$ cat config.mk
export PLATFORM = sky130hd
export DESIGN_NAME = prom_param_reader_flat
export DESIGN_NICKNAME = d
export VERILOG_FILES = /design/src/rtl/prom_param_reader_if.sv /design/src/rtl/prom_param_reader.sv /design/src/flat_wrapper.sv
export SDC_FILE = /design/constraint.sdc
export NUM_CORES = 1
export LEC_CHECK = 0
export ABC_CLOCK_PERIOD_IN_PS = 3000
export CORE_ASPECT_RATIO = 0.9
export CORE_UTILIZATION = 54
export DETAILED_ROUTE_END_ITERATION = 10
export PLACE_DENSITY = 0.86
export SYNTH_ARGS = -nofsm -noshare
export SYNTH_HDL_FRONTEND = slang
export SYNTH_SLANG_ARGS = --single-unit
$ cat constraint.sdc
create_clock -name clk -period 3 [get_ports clk]
set_clock_uncertainty 0.1 [all_clocks]
set_input_delay 0.45 -clock clk [delete_from_list [all_inputs] [get_ports clk]]
set_output_delay 0.45 -clock clk [all_outputs]
set_load 0.01 [all_outputs]
$ cat src/rtl/prom_param_reader_if.sv
// prom_param_reader_if: start/PROM pads/parameter write port of the PROM parameter reader
interface prom_param_reader_if #(
  parameter int DATA_W = 8,
  parameter int AW     = 4
);
  logic              start;
  logic [DATA_W-1:0] param_dat;
  logic              param_ce_b;
  logic              param_oe;
  logic              param_clk_en;
  logic [DATA_W-1:0] word;
  logic [AW-1:0]     waddr;
  logic              we;
  logic              busy;
  logic              done;
  logic              err;
  modport master (output start, param_dat,
                  input  param_ce_b, param_oe, param_clk_en, word, waddr, we, busy, done, err);
  modport slave  (input  start, param_dat,
                  output param_ce_b, param_oe, param_clk_en, word, waddr, we, busy, done, err);
endinterface

$ cat src/rtl/prom_param_reader.sv
// prom_param_reader: sequenced bounded block read of the parallel parameter PROM.
// Define PROM_XFER_CKSUM_EN to treat the last word as a checksum and flag ERR on a nonzero sum.
module prom_param_reader #(
  parameter int DATA_W    = 8,
  parameter int NWORDS    = 16,
  parameter int RST_CYC   = 4,
  parameter int FIRST_LAT = 2,
  parameter int AW        = (NWORDS > 1) ? $clog2(NWORDS) : 1
) (
  input logic clk,
  input logic rst,
  prom_param_reader_if.slave s
);
  typedef enum logic [2:0] {IDLE, ADDR_RST, PRIME, READ, FINISH} state_t;
  localparam logic [15:0] RC  = 16'(RST_CYC);
  localparam logic [15:0] FL1 = 16'(FIRST_LAT - 1);
  localparam logic [15:0] NW  = 16'(NWORDS);
  localparam logic [15:0] NW1 = 16'(NWORDS - 1);
  state_t            state;
  logic [15:0]       cnt;
  logic [DATA_W-1:0] din;
  logic              cap;
  // din is the IOB capture flop; cap marks that din holds a block word
  always_ff @(posedge clk or posedge rst)
    if (rst) begin
      state          <= IDLE;
      cnt            <= '0;
      din            <= '0;
      cap            <= 1'b0;
      s.param_ce_b   <= 1'b1;
      s.param_oe     <= 1'b0;
      s.param_clk_en <= 1'b0;
      s.word         <= '0;
      s.waddr        <= '0;
      s.we           <= 1'b0;
      s.busy         <= 1'b0;
      s.done         <= 1'b0;
    end else begin
      din  <= s.param_dat;
      cap  <= 1'b0;
      s.we <= cap;
      if (cap) begin
        s.word  <= din;
        s.waddr <= s.we ? s.waddr + 1'b1 : s.waddr;
      end
      case (state)
        IDLE:
          if (s.start) begin
            state  <= ADDR_RST;
            s.busy <= 1'b1;
            cnt    <= '0;
          end
        ADDR_RST: begin
          s.param_ce_b <= 1'b0;
          cnt          <= cnt + 16'd1;
          if (cnt == RC) begin
            state          <= PRIME;
            s.param_oe     <= 1'b1;
            s.param_clk_en <= 1'b1;
            cnt            <= '0;
          end
        end
        PRIME: begin
          cnt <= cnt + 16'd1;
          if (cnt == FL1) begin
            state <= READ;
            cap   <= 1'b1;
            cnt   <= 16'd1;
            if (NW1 == 16'd0) {s.param_ce_b, s.param_oe, s.param_clk_en} <= 3'b100;
          end
        end
        READ:
          if (cnt == NW) state <= FINISH;
          else begin
            cap <= 1'b1;
            cnt <= cnt + 16'd1;
            if (cnt == NW1) {s.param_ce_b, s.param_oe, s.param_clk_en} <= 3'b100;
          end
        FINISH:
          if (!s.done) begin
            s.done  <= 1'b1;
            s.waddr <= '0;
          end else begin
            s.done <= 1'b0;
            s.busy <= 1'b0;
            state  <= IDLE;
          end
        default: state <= IDLE;
      endcase
    end
`ifdef PROM_XFER_CKSUM_EN
  logic [DATA_W-1:0] sum;
  always_ff @(posedge clk or posedge rst)
    if (rst) begin
      sum   <= '0;
      s.err <= 1'b0;
    end else if (state == IDLE && s.start) begin
      sum   <= '0;
      s.err <= 1'b0;
    end else begin
      if (cap) sum <= sum + din;
      if (state == FINISH && !s.done) s.err <= |sum;
    end
`else
  assign s.err = 1'b0;
`endif
endmodule

$ cat src/flat_wrapper.sv
// flat-port wrapper written by rule: the top's interface ports become plain ports
module prom_param_reader_flat 
#(
  parameter int DATA_W    = 8,
  parameter int NWORDS    = 16,
  parameter int RST_CYC   = 4,
  parameter int FIRST_LAT = 2,
  parameter int AW        = (NWORDS > 1) ? $clog2(NWORDS) : 1
)
  (clk, rst, s_start, s_param_dat, s_param_ce_b, s_param_oe, s_param_clk_en, s_word, s_waddr, s_we, s_busy, s_done, s_err);
  prom_param_reader_if #(.DATA_W(DATA_W), .AW(AW)) s_i ();
  input logic clk;
  input logic rst;
  input wire logic [$bits(s_i.start)-1:0] s_start;
  input wire logic [$bits(s_i.param_dat)-1:0] s_param_dat;
  output wire logic [$bits(s_i.param_ce_b)-1:0] s_param_ce_b;
  output wire logic [$bits(s_i.param_oe)-1:0] s_param_oe;
  output wire logic [$bits(s_i.param_clk_en)-1:0] s_param_clk_en;
  output wire logic [$bits(s_i.word)-1:0] s_word;
  output wire logic [$bits(s_i.waddr)-1:0] s_waddr;
  output wire logic [$bits(s_i.we)-1:0] s_we;
  output wire logic [$bits(s_i.busy)-1:0] s_busy;
  output wire logic [$bits(s_i.done)-1:0] s_done;
  output wire logic [$bits(s_i.err)-1:0] s_err;
  assign s_i.start = s_start;
  assign s_i.param_dat = s_param_dat;
  assign s_param_ce_b = s_i.param_ce_b;
  assign s_param_oe = s_i.param_oe;
  assign s_param_clk_en = s_i.param_clk_en;
  assign s_word = s_i.word;
  assign s_waddr = s_i.waddr;
  assign s_we = s_i.we;
  assign s_busy = s_i.busy;
  assign s_done = s_i.done;
  assign s_err = s_i.err;
  prom_param_reader #(.DATA_W(DATA_W), .NWORDS(NWORDS), .RST_CYC(RST_CYC), .FIRST_LAT(FIRST_LAT), .AW(AW)) u_core (.clk(clk), .rst(rst), .s(s_i));
endmodule
==> impl_metrics.env <==
export IMPL_status="finished, final reports clean"
export IMPL_fp_dieH_um=62.14
export IMPL_ys_async_sr_fraction_pct=100.0
export IMPL_avgSynthCellArea_sq_um=10.74
export IMPL_antenna_left=0
export IMPL_final_hold_violation_count=0
export IMPL_cp_start_kind="flop"
export IMPL_grt_setup_unrepaired="false"
export IMPL_worst_pin_slew_ps=533.4
export IMPL_vias=1648
export IMPL_synthCells=202
export IMPL_clock_sinks=45
export IMPL_synth_nets=217
export IMPL_crit_start="u_core.cnt[11]"
export IMPL_worst_skew_pair_late_latency_ps=300
export IMPL_cp_max_fo=11
export IMPL_track_usage_pct=22.98
export IMPL_rows=21
export IMPL_crit_arrival_ps=2710
export IMPL_coreArea_sq_um=3784
export IMPL_syn_area_sq_um=2170
export IMPL_dp_cells=269
export IMPL_synth_commonest_cells="dfrtp_1 (44), nand2_1 (15), a21oi_1 (13)"
export IMPL_yosysMostFrequentCell="dfrtp_1"
export IMPL_cts_root_buf="clkbuf_8"
export IMPL_die_width_um=68.82
export IMPL_drt_pass1_iter_count=4
export IMPL_dieArea_sq_um=4276
export IMPL_ys_seq_area_share_pct=51.96
export IMPL_maxSlewHeadroom_pct=64.11
export IMPL_drive_gt1_share_pct=13.42
export IMPL_antenna_found_initial=0
export IMPL_total_leakage_power_nw=1.141
export IMPL_max_cap_violations=0
export IMPL_wl_per_cell_um=15.86
export IMPL_reg2reg_slack_ps=370
export IMPL_cts_resized=0
export IMPL_critPathCapture="u_core.cnt[5]"
export IMPL_reg2reg_to="u_core.cnt[5]"
export IMPL_first_global_vias=1587
export IMPL_hold_buffers=0
export IMPL_postCtsSetupRepairBufs=0
export IMPL_end_kind="flop"
export IMPL_worstHoldPathType="flop to flop"
export IMPL_clk_pin_slew_ps=80
export IMPL_yosysWarnings=0
export IMPL_io_buffers=28
export IMPL_fin_util_pct=68.52
export IMPL_crit_required_ps=3070
export IMPL_ios=30
export IMPL_drv_slew=0
export IMPL_r2r_start="u_core.cnt[11]"
export IMPL_max_clock_path_buffers=2
export IMPL_n_fill_cell=288
export IMPL_ff2ff_path_depth=5
export IMPL_finalSetupTns_ps=0
export IMPL_yosys_top_cells_area="dfrtp_1 (51%), mux2_2 (4.2%), xor2_1 (4.0%)"
export IMPL_setup_viol_count_final=0
export IMPL_synth_edf_count=0
export IMPL_start_util_pct=57.34
export IMPL_power_density_nw_per_um2=430.5
export IMPL_yosysTopAreaCell="dfrtp_1"
export IMPL_areaGrowthSynthToFinish_pct=19.49
export IMPL_grt_max_degree=24
export IMPL_antenna_cells=0
export IMPL_max_clock_freq_mhz=379.5
export IMPL_drt_initial_drc_count=123
export IMPL_h_tree_depth=2
export IMPL_grt_overflow_total=0
export IMPL_grt_pass1_wl_um=7189
export IMPL_cts_tree="built"
export IMPL_drc=0
export IMPL_dominantRegCellSynth="dfrtp_1"
export IMPL_ir_drop_v=0.0003703
export IMPL_fin_cells=277
export IMPL_numCtsBuffers=5
export IMPL_post_drt_via_cell_ratio=5.949
export IMPL_crit_type="flop to flop"
export IMPL_ys_ff_latch=45
export IMPL_fin_crit_ps=2635
export IMPL_fin_crit_sh_pct=87.83
export IMPL_yosys_area_top_type_share_pct=50.75
export IMPL_gp_congestion=0.9068
export IMPL_hpwl_um=3095
export IMPL_fin_nets=245
export IMPL_routed_wl_um=4393
export IMPL_yosysUniqueCellTypes=47
## per-layer routing
metal  share of wire (%)  vias to the layer above  global-route usage, %
met4                 1.7                        0                  9.694
met3                 3.5                        7                  4.044
met5                   0                        -                      0
met2                  50                       44                  36.89
li1                    -                      779                      -
met1                  45                      818                  30.11
## flip-flops by register name, indices dropped and copies added (netlist names)
| signal | count |
|---|---|
| u_core.s.param_clk_en | 1 |
| u_core.s.done | 1 |
| u_core.state | 3 |
| u_core.s.we | 1 |
| u_core.s.waddr | 4 |
| u_core.cnt | 16 |
| u_core.s.word | 8 |
| u_core.s.param_ce_b | 1 |
| u_core.din | 8 |
| u_core.s.busy | 1 |
| u_core.cap | 1 |
## through the flow
stage / hold WS (ps) / setup WS (ps) / instance area (sq um) / power [mW]
after floorplan: 272.0 / 733.5 / 2170 / 0.6349
after global placement: 358.5 / 502.3 / 2472 / 0.6518
after detailed placement: 366.8 / 441.2 / 2472 / 0.6529
after CTS: 383.7 / 409.7 / 2592 / 1.122
after global routing: 397.4 / 311.4 / 2592 / 1.154
final: 379.4 / 365.0 / 2592 / 1.116
## power by group
part	leakage (nW)	internal (mW)	switching, mW
Combinational	0.507	0.0134	0.0141
Sequential	0.577	0.611	0.00134
Clock	0.0574	0.271	0.205
Total	1.14	0.895	0.221
## layout by cell type (no fill, tap or decap), types with 6 or more instances in the layout
| cell | instances |
|---|---|
| a21oi_1 | 13 |
| clkbuf_8 | 6 |
| clkdlybuf4s50_1 | 28 |
| dfrtp_1 | 44 |
| inv_1 | 6 |
| mux2_2 | 8 |
| nand2_1 | 15 |
| nand3_1 | 8 |
| nand4_1 | 9 |
| nor2_1 | 9 |
| nor2b_1 | 7 |
| nor4_1 | 6 |
| xor2_1 | 10 |
## critical path, cell delays in order (launching register included)
cell	delay, ps
dfrtp_1	440
or4_4	590
or4_1	500
o21bai_2	260
and2_1	460
o211ai_1	160
## area by class of cell
cell class / instances / area, sq um / area share, %
Sequential cell: 45 / 1127 / 43.48
Multi-Input combinational cell: 139 / 950.9 / 36.68
Timing Repair Buffer: 32 / 310.3 / 11.97
Clock buffer: 6 / 82.58 / 3.185
Tap cell: 46 / 57.56 / 2.220
Clock inverter: 2 / 37.54 / 1.448
Inverter: 7 / 26.28 / 1.014
## worst min path at each step
stage | start | depth (start not counted) | to
3_3_place_gp | u_core.din[0] | 1 | u_core.s.word[0]
5_1_grt | u_core.s.param_ce_b | 2 | u_core.s.param_ce_b
4_1_cts | u_core.s.param_ce_b | 2 | u_core.s.param_ce_b
6_report | u_core.s.param_ce_b | 2 | u_core.s.param_ce_b
2_1_floorplan | u_core.cap | 0 | u_core.s.we
3_5_place_dp | u_core.din[0] | 1 | u_core.s.word[0]
## logic make-up after synthesis
kind of cell / synth area share (%)
buf+inv: 4.210
fa+ha+maj: 2.307
compound gates: 12.98
mux: 4.152
xor+xnor: 5.248
simple gates: 18.97
other cells: 0.1728
flops: 51.96
No activity file was read; power rests on OpenSTA's default activity.
